[src/rtl/i2c_transaction_sequencer.sv]
// Register-level I2C master sequencer: walks the timing/bit engine through
// START, address, register pointer, optional RESTART, data bytes and STOP.
module i2c_transaction_sequencer #(
  parameter logic [4:0]  CMD_IDLE          = 5'd0,
  parameter logic [4:0]  CMD_START         = 5'd1,
  parameter logic [4:0]  CMD_DATA_TRANSFER = 5'd2,
  parameter logic [4:0]  CMD_RESTART       = 5'd3,
  parameter logic [4:0]  CMD_STOP          = 5'd4,
  parameter logic [11:0] TIMEOUT_CYCLES    = 12'd4095
) (
  input  logic       i_clk,
  input  logic       i_rst,
  input  logic       i_start,
  input  logic       i_rw,
  input  logic [6:0] i_addr,
  input  logic [7:0] i_reg,
  input  logic [7:0] i_wdata,
  input  logic [3:0] i_len,
  input  logic       i_t_HD_STA_done,
  input  logic       i_byte_done,
  input  logic       i_ack_bit,
  input  logic [7:0] i_rx_byte,
  input  logic       i_stop_done,
  output logic [4:0] o_cmd_state,
  output logic [7:0] o_tx_byte,
  output logic       o_tx_load,
  output logic       o_master_ack,
  output logic       o_busy,
  output logic       o_done,
  output logic       o_nack,
  output logic       o_timeout,
  output logic [7:0] o_rdata,
  output logic       o_rdata_valid
);

  typedef enum logic [3:0] {
    S_IDLE, S_START, S_ADDR_W, S_REG, S_WDATA,
    S_RESTART, S_ADDR_R, S_RDATA, S_STOP, S_DONE
  } state_t;

  state_t      state;
  logic        rw_q;
  logic [6:0]  addr_q;
  logic [7:0]  reg_q;
  logic [7:0]  wdata_q;
  logic [3:0]  len_q;
  logic [3:0]  cnt;
  logic [11:0] wd;

  logic [3:0] len_eff;
  logic       last_byte;
  logic       wd_expired;

  always_comb begin
    len_eff    = (len_q == 4'd0) ? 4'd1 : len_q;
    last_byte  = (cnt == len_eff - 4'd1);
    // Expiry on the TIMEOUT_CYCLES-th clock spent in the current state
    wd_expired = (wd == TIMEOUT_CYCLES - 12'd1);
  end

  always_ff @(posedge i_clk or posedge i_rst) begin
    if (i_rst) begin
      state         <= S_IDLE;
      rw_q          <= 1'b0;
      addr_q        <= '0;
      reg_q         <= '0;
      wdata_q       <= '0;
      len_q         <= '0;
      cnt           <= '0;
      wd            <= '0;
      o_cmd_state   <= CMD_IDLE;
      o_tx_byte     <= '0;
      o_tx_load     <= 1'b0;
      o_master_ack  <= 1'b0;
      o_busy        <= 1'b0;
      o_done        <= 1'b0;
      o_nack        <= 1'b0;
      o_timeout     <= 1'b0;
      o_rdata       <= '0;
      o_rdata_valid <= 1'b0;
    end else begin
      o_tx_load     <= 1'b0;
      o_done        <= 1'b0;
      o_rdata_valid <= 1'b0;
      wd            <= wd + 12'd1;
      case (state)
        S_IDLE: begin
          wd <= '0;
          if (i_start) begin
            rw_q        <= i_rw;
            addr_q      <= i_addr;
            reg_q       <= i_reg;
            wdata_q     <= i_wdata;
            len_q       <= i_len;
            o_nack      <= 1'b0;
            o_timeout   <= 1'b0;
            o_busy      <= 1'b1;
            state       <= S_START;
            o_cmd_state <= CMD_START;
          end
        end
        S_START, S_RESTART: begin
          if (i_t_HD_STA_done) begin
            state       <= (state == S_START) ? S_ADDR_W : S_ADDR_R;
            o_cmd_state <= CMD_DATA_TRANSFER;
            o_tx_byte   <= {addr_q, (state == S_RESTART)};
            o_tx_load   <= 1'b1;
            wd          <= '0;
          end else if (wd_expired) begin
            o_timeout   <= 1'b1;
            state       <= S_STOP;
            o_cmd_state <= CMD_STOP;
            wd          <= '0;
          end
        end
        S_ADDR_W, S_REG, S_WDATA, S_ADDR_R: begin
          if (i_byte_done) begin
            wd <= '0;
            if (i_ack_bit) begin
              o_nack      <= 1'b1;
              state       <= S_STOP;
              o_cmd_state <= CMD_STOP;
            end else begin
              case (state)
                S_ADDR_W: begin
                  state     <= S_REG;
                  o_tx_byte <= reg_q;
                  o_tx_load <= 1'b1;
                end
                S_REG: begin
                  if (rw_q) begin
                    state       <= S_RESTART;
                    o_cmd_state <= CMD_RESTART;
                  end else if (len_q == 4'd0) begin
                    state       <= S_STOP;
                    o_cmd_state <= CMD_STOP;
                  end else begin
                    state     <= S_WDATA;
                    cnt       <= '0;
                    o_tx_byte <= wdata_q;
                    o_tx_load <= 1'b1;
                  end
                end
                S_WDATA: begin
                  if (last_byte) begin
                    state       <= S_STOP;
                    o_cmd_state <= CMD_STOP;
                  end else begin
                    cnt       <= cnt + 4'd1;
                    o_tx_load <= 1'b1;
                  end
                end
                default: begin
                  state        <= S_RDATA;
                  cnt          <= '0;
                  o_master_ack <= (len_eff == 4'd1);
                end
              endcase
            end
          end else if (wd_expired) begin
            o_timeout   <= 1'b1;
            state       <= S_STOP;
            o_cmd_state <= CMD_STOP;
            wd          <= '0;
          end
        end
        S_RDATA: begin
          if (i_byte_done) begin
            wd            <= '0;
            o_rdata       <= i_rx_byte;
            o_rdata_valid <= 1'b1;
            if (last_byte) begin
              o_master_ack <= 1'b0;
              state        <= S_STOP;
              o_cmd_state  <= CMD_STOP;
            end else begin
              // NACK level for the following byte is decided here, before it starts
              cnt          <= cnt + 4'd1;
              o_master_ack <= (cnt + 4'd1 == len_eff - 4'd1);
            end
          end else if (wd_expired) begin
            o_master_ack <= 1'b0;
            o_timeout    <= 1'b1;
            state        <= S_STOP;
            o_cmd_state  <= CMD_STOP;
            wd           <= '0;
          end
        end
        S_STOP: begin
          if (i_stop_done || wd_expired) begin
            if (!i_stop_done) o_timeout <= 1'b1;
            state       <= S_DONE;
            o_cmd_state <= CMD_IDLE;
            o_done      <= 1'b1;
            wd          <= '0;
          end
        end
        S_DONE: begin
          state  <= S_IDLE;
          o_busy <= 1'b0;
          wd     <= '0;
        end
        default: begin
          state       <= S_IDLE;
          o_cmd_state <= CMD_IDLE;
          o_busy      <= 1'b0;
          wd          <= '0;
        end
      endcase
    end
  end

endmodule

[config.mk]
export PLATFORM = sky130hd
export DESIGN_NAME = i2c_transaction_sequencer
export DESIGN_NICKNAME = d
export VERILOG_FILES = /design/src/rtl/i2c_transaction_sequencer.sv
export SDC_FILE = /design/constraint.sdc
export NUM_CORES = 1
export LEC_CHECK = 0
export ABC_AREA = 1
export BUFFER_PORTS_ARGS = -buffer_cell sky130_fd_sc_hd__buf_2
export CORE_MARGIN = 3
export CORE_UTILIZATION = 47
export DETAILED_ROUTE_END_ITERATION = 6
export GPL_TIMING_DRIVEN = 0
export PLACE_DENSITY = 0.82
export SETUP_SLACK_MARGIN = 0.02
export SYNTH_ARGS = -nofsm -noshare
export SYNTH_HDL_FRONTEND = slang
export SYNTH_SLANG_ARGS = --single-unit
[constraint.sdc]
create_clock -name i_clk -period 2.11 [get_ports i_clk]
set_clock_uncertainty 0.15 [all_clocks]
set_input_delay 0.211 -clock i_clk [delete_from_list [all_inputs] [get_ports i_clk]]
set_output_delay 0.211 -clock i_clk [all_outputs]
set_load 0.01 [all_outputs]
# == Word level (Yosys, flattened, before mapping) ==
# Index checks and enable logic that the tools add are counted.
# totals
regBits,76
input_bits,43
output_inout_bits,28
wordCells,153
# op_classes
n_addsub,3
n_eq_ne,31
muxes,77
bitwise_logic,2
reduce_logical,22
# op_table
op,count
4-bit 2-to-1 mux,17
5-bit 2-to-1 mux,10
12-bit 2-to-1 mux,4
8-bit 2-to-1 mux,5
12-bit case mux with 3 select lines,1
8-bit case mux with 2 select lines,2
5-bit case mux with 6 select lines,1
1-bit 2-to-1 mux,25
"2-bit != test, second input constant",12
4-bit case mux with 3 select lines,2
4-bit case mux with 5 select lines,1
"4-bit by 3-bit equality test with 1-bit output, second input constant",4
7-bit AND reduction,2
"12-bit by 1-bit adder with 12-bit output, second input constant",1
"12-bit equality test, second input constant",1
"3-bit != test, second input constant",4
5-bit case mux with 2 select lines,1
5-bit AND reduction,2
"4-bit by 1-bit equality test with 1-bit output, second input constant",2
"4-bit by 2-bit equality test with 1-bit output, second input constant",2
4-bit equality test,2
"4-bit equality test, second input constant",2
4-bit zero test,2
1-bit case mux with 2 select lines,4
20 further kinds,26

# == Logic depth before layout (Yosys ltp) ==
# logic_depth
depth_word,9
mapped_depth,17
depth_no_buf,17

# == Worst setup path after synthesis ==
# OpenSTA, ideal clock, no wires.
# synth_timing
kind,register to register
start,reg len_q[3]
end,reg state[3]
setup_time_ns,0.123
t_arrival_ns,1.945
t_required_ns,1.837
setup_slack_ns,-0.108
path_stages_with_launch,15
n_path_buf,0
period_less_slack_ns,2.218
cell_sequence,dfrtp_1 > nor2_1 > nand2_1 > nand2_1 > inv_1 > ha_1 > xor2_1 > inv_1 > nor2_1 > nand3_2 > inv_1 > o21ai_0 > nand2_1 > o21ai_0 > nand2_1
# synth_between
elab_chain_len,9
elab_cells_between_ends,12
cone_classes,add/sub: 1; eq/ne: 1; mux: 9; reduce/logical: 1
# synth_lines
element,line_no,source
from (decl),46,logic [3:0] len_q;
from (signal assigned),94,len_q <= i_len;
4-bit zero test,"55, 134",
4-bit 2-to-1 mux,55,len_eff = (len_q == 4'd0) ? 4'd1 : len_q;
4-bit by 1-bit subtractor with 4-bit output,56,last_byte = (cnt == len_eff - 4'd1);
4-bit equality test,56,
4-bit 2-to-1 mux,--,
4-bit case mux with 3 select lines,124,case (state)
4-bit 2-to-1 mux,119,if (i_ack_bit) begin
4-bit 2-to-1 mux,117,if (i_byte_done) begin
4-bit case mux with 5 select lines *,86,case (state)
to (signal assigned),104,state <= (state == S_START) ? S_ADDR_W : S_ADDR_R;
to (decl),41,state_t state;
# Every way passes the cells marked *; elsewhere a longest branch is shown, timed or not.
# A chain may end at the register's enable or synchronous reset.

# == Worst setup path in the final report ==
# layout_timing
start,reg len_q[2]
end,reg o_cmd_state[0]
# layout_between
elab_chain_len,9
elab_cells_between_ends,12
cone_classes,add/sub: 1; eq/ne: 2; mux: 7; reduce/logical: 2
# layout_lines
element,line_no,source
4-bit zero test,"55, 134",
4-bit 2-to-1 mux,55,
4-bit by 1-bit subtractor with 4-bit output,56,
4-bit equality test,56,
5-bit 2-to-1 mux,--,
5-bit case mux with 2 select lines,--,
5-bit 2-to-1 mux (2 in a row),--,
5-bit case mux with 6 select lines,--,
to (signal assigned),71,o_cmd_state <= CMD_IDLE;
to (signal assigned),99,o_cmd_state <= CMD_START;
to (signal assigned),105,o_cmd_state <= CMD_DATA_TRANSFER;
to (decl),24,"output logic [4:0] o_cmd_state,"
# Several ways; a longest one is shown, not always the timed one.

==> flow_summary.yaml <==
sta:
  final-max-slew-violation-count: 0
  maximum_achievable_frequency_mhz: 449
  final_min_period_over_clock_period_pct: 106
  finalCriticalPeriod_ns: 2.23
  final.hold.worst_slack_ns: 0.0375
  timing.final.setup_violations: 13
  setup_tns_ns: -1.08
  max_slew_margin_pct: 61.1
  layout_setup_ws_ns: -0.119
  tightestPinTransition_ns: 0.583
  timing_hold_violations_final: 0
  grt_setup_unrepaired: "true"
worst_hold_path:
  holdCritPathClass: "input pin to flop"
  min-delay-start: "i_stop_done"
  hold_path_depth: 5
  worstHoldEndpoint: "o_done"
routing:
  dr_wl_met3_microns: 825
  met2RoutedLength_microns: 5830
  first_iter_violations: 337
  wire_per_inst_microns: 15.2
  via_per_inst: 5.29
  met1_length_microns: 4920
  detail_route.first_pass.iterations: 5
  top_layer: "met4"
  routed-via-count: 4170
  detail-route-antenna-nets: 0
  finalWirelength_microns: 12000
  remaining_drc_errors: 0
yosys:
  netlist-cell-type-count: 38
  ys_dominant_reg_cell: "sky130_fd_sc_hd__dfrtp_1"
  netlist_instances: 535
  yosys_warnings: 0
  synth_simple_gate_area_share_pct: 33.1
  proportion_of_register_bits_with_asynchronous_set_or_reset_after_synthesis_pct: 100
  synth.yosys.seq_area_share_pct: 46.8
  synthesis.area_sq_mm: 0.00407
  synth-xor-area-share_pct: 2.37
  synth_enable_flop_cells: 0
  synthesis.area_per_instance_sq_um: 7.60
  synth_adder_area_share_pct: 1.54
  synth_mux_area_share_pct: 0
  ys_seq_elements: 76
  synth-compound-area-share_pct: 8.83
  main_combinational_cell_family_by_area_after_synthesis: "simple AND/OR/NAND/NOR gates"
  syn-num-nets: 583
final_layout:
  final_cell_area_sq_mm: 0.00552
  area_occupied_by_multi_input_gates_sq_mm: 0.00202
  design.final.nets: 726
  syn2layout_area_growth_pct: 35.7
  fill_cells: 605
  stdcell_count: 788
  seqCellArea_sq_mm: 0.00190
  antennaDiodeCount: 0
  final_layout_size_suffix_gt1_share_pct: 28.0
run_status:
  violations: "setup timing"
  status: "finished, violations left"
place:
  placed_cell_area_sq_mm: 0.00461
  placed_cells: 712
  gp_congestion: 0.976
  dp_hpwl_microns: 7450
  port_buffers: 70
power_and_ir_drop:
  power_frac_seq_pct: 32.5
  max-vdd-ir-drop_uv: 882
  netSwitchingPower_uw: 3440
  power.density_mw_per_mm2: 1370
  p_comb_share_pct: 53.8
  power.share.clock_pct: 13.7
  internal_power_uw: 4130
  total_leakage_power_uw: 0.00289
  switching_fraction_pct: 45.4
floorplan:
  std_cell_rows: 33
  floorplan.initialDensity_pct: 49.0
  die_w_microns: 99.0
  io_pins: 71
  floorplan.die_area_sq_mm: 0.00981
  core_region_area_sq_mm: 0.00830
  die_h_microns: 99.0
setup_path:
  regToRegEndpoint: "o_cmd_state[0]"
  crit_required_ns: 2.21
  timing.critical_path.from: "len_q[2]"
  worst_case_reg_to_reg_path_depth: 16
  crit_type: "flop to flop"
  critPathMaxFanout: 4
  worst-endpoint-arrival_ns: 2.33
  critical_path.startpoint_type: "flop"
  reg2reg_setup_slack_ns: -0.12
  end_kind: "flop"
  timing.rr.start: "len_q[2]"
clocking:
  clock-sinks: 76
  tritoncts_clock_tree: "yes"
  h-tree-depth: 3
  clk_pin_slew_ns: 0.08
  clk-insertion-delay-late_ns: 0.37
  cts_made_buffers: 9
  cts_root_buf: "sky130_fd_sc_hd__clkbuf_8"
  clock_path_buffers: 2
global_routing:
  grt_remaining_overflow: 0
  gr_usage_total_pct: 24.5
  antenna_violations_before_repair: 0
  grt_first_pass_wirelength_microns: 19400
  grt_pass1_vias: 4140
  maximum_number_of_pins_on_one_net_before_global_route_repair: 28
job:
  max_cap_violations: 0
==> routing by layer <==
metal	GRT usage, %	vias to the layer above
met5	0	-
met4	10.7	0
met3	5.38	39
met2	39.8	203
met1	31.5	1955
li1	-	1973
==> what timing repair did <==
action / CTS / global route
hold endpoints to repair: 62 / 0
hold buffers: 38 / 0
pin swaps: 12 / 14
setup buffers: 13 / 10
setup endpoints to repair: 51 / 57
gates resized for setup: 16 / 39
==> registers in the layout, summed over array words and instances (netlist names), 4 cells and up <==
name         flops
state            4
addr_q           7
reg_q            8
cnt              4
o_cmd_state      5
wdata_q          8
o_rdata          8
o_tx_byte        8
len_q            4
wd              12
==> final cells by class <==
type                       instances  area share [%]
sequential                        76            34.5
timing repair buffer             133            17.6
buffer                             9            1.11
inverter                          64            4.58
clock inverter                     4           0.612
clock buffer                      12            2.63
multi-input combinational        385            36.6
tap                              105            2.38
==> placed cells by master, fill, tap and decap left out, types with 12 or more instances in the layout <==
master and count:
sky130_fd_sc_hd__o21ai_0 21, sky130_fd_sc_hd__nand3_1 17, sky130_fd_sc_hd__nand2_1 197, sky130_fd_sc_hd__dlygate4sd3_1 38, sky130_fd_sc_hd__nor2_1 38, sky130_fd_sc_hd__nand2_2 12
sky130_fd_sc_hd__buf_4 18, sky130_fd_sc_hd__buf_2 72, sky130_fd_sc_hd__inv_2 13, sky130_fd_sc_hd__inv_1 46, sky130_fd_sc_hd__dfrtp_1 74
==> kinds of logic after synthesis <==
kind of cell               count (synthesis)
AOI/OAI and AO/OA                         59
xor gates and xnor gates                  11
adders and majority gates                  5
buffers and inverters                     74
DFF                                       76
and+or+nand+nor                          310
==> how the worst max path moves through the flow <==
stage                      to  slack (ns)  cells after the start
2_1_floorplan        state[2]      -0.002                     15
3_3_place_gp         state[2]       -0.28                     15
3_5_place_dp         state[2]       -0.32                     15
4_1_cts        o_cmd_state[0]        -0.1                     16
5_1_grt        o_cmd_state[1]       -0.26                     18
6_report       o_cmd_state[0]       -0.12                     16
==> power groups by stage <==
stage / clock network [uW] / registers, uW / logic (uW)
2_1_floorplan: 0 / 2450 / 2260
3_3_place_gp: 0 / 2410 / 3080
3_5_place_dp: 0 / 2420 / 3220
4_1_cts: 1040 / 2400 / 3610
5_1_grt: 1120 / 2510 / 4470
6_report: 1040 / 2460 / 4070
==> cell usage after synthesis, types with 2 or more instances <==
master / n / area share [%]
sky130_fd_sc_hd__ha_1: 5 / 1.5
sky130_fd_sc_hd__a21oi_2: 2 / 0.43
sky130_fd_sc_hd__nand3_1: 25 / 3.1
sky130_fd_sc_hd__buf_6: 3 / 0.83
sky130_fd_sc_hd__nor2_4: 2 / 0.55
sky130_fd_sc_hd__nor2_2: 7 / 1.1
sky130_fd_sc_hd__nand2_1: 204 / 19
sky130_fd_sc_hd__nor3_2: 2 / 0.49
sky130_fd_sc_hd__dfrtp_1: 76 / 47
sky130_fd_sc_hd__nand3_2: 3 / 0.74
sky130_fd_sc_hd__xnor2_1: 3 / 0.65
sky130_fd_sc_hd__nand2_4: 2 / 0.55
sky130_fd_sc_hd__inv_1: 51 / 4.7
sky130_fd_sc_hd__inv_2: 12 / 1.1
sky130_fd_sc_hd__nor3_1: 5 / 0.62
sky130_fd_sc_hd__a21oi_1: 12 / 1.5
sky130_fd_sc_hd__a31oi_1: 9 / 1.4
sky130_fd_sc_hd__nand4_1: 5 / 0.77
sky130_fd_sc_hd__nor2_1: 43 / 4.0
sky130_fd_sc_hd__xor2_1: 8 / 1.7
sky130_fd_sc_hd__o21a_1: 2 / 0.37
sky130_fd_sc_hd__nand2_2: 7 / 1.1
sky130_fd_sc_hd__clkbuf_1: 7 / 0.65
sky130_fd_sc_hd__o21ai_0: 26 / 3.2
==> metrics by stage <==
stage	power (uW)	utilization [%]	setup slack (ns)
2_1_floorplan	4710	-	-0.00221
3_3_place_gp	5490	55.1	-0.276
3_5_place_dp	5640	55.6	-0.318
4_1_cts	7050	64.3	-0.0969
5_1_grt	8100	66.5	-0.259
6_report	7570	66.5	-0.119
==> worst max-delay path, stage by stage (launching register included) <==
cell and delay [ns]:
sky130_fd_sc_hd__dfrtp_1 0.42, sky130_fd_sc_hd__nor2_4 0.14, sky130_fd_sc_hd__nand2_2 0.08, sky130_fd_sc_hd__nand2_4 0.08, sky130_fd_sc_hd__inv_4 0.04, sky130_fd_sc_hd__ha_4 0.27, sky130_fd_sc_hd__xor2_2 0.15, sky130_fd_sc_hd__inv_1 0.07
sky130_fd_sc_hd__nor2_2 0.09, sky130_fd_sc_hd__nand3_2 0.12, sky130_fd_sc_hd__buf_6 0.16, sky130_fd_sc_hd__nand3_2 0.06, sky130_fd_sc_hd__nand3_2 0.05, sky130_fd_sc_hd__nand2_1 0.06, sky130_fd_sc_hd__nand2_1 0.06, sky130_fd_sc_hd__nand2_1 0.05
sky130_fd_sc_hd__nand2_1 0.04
Power figures use the tool's default switching activity.
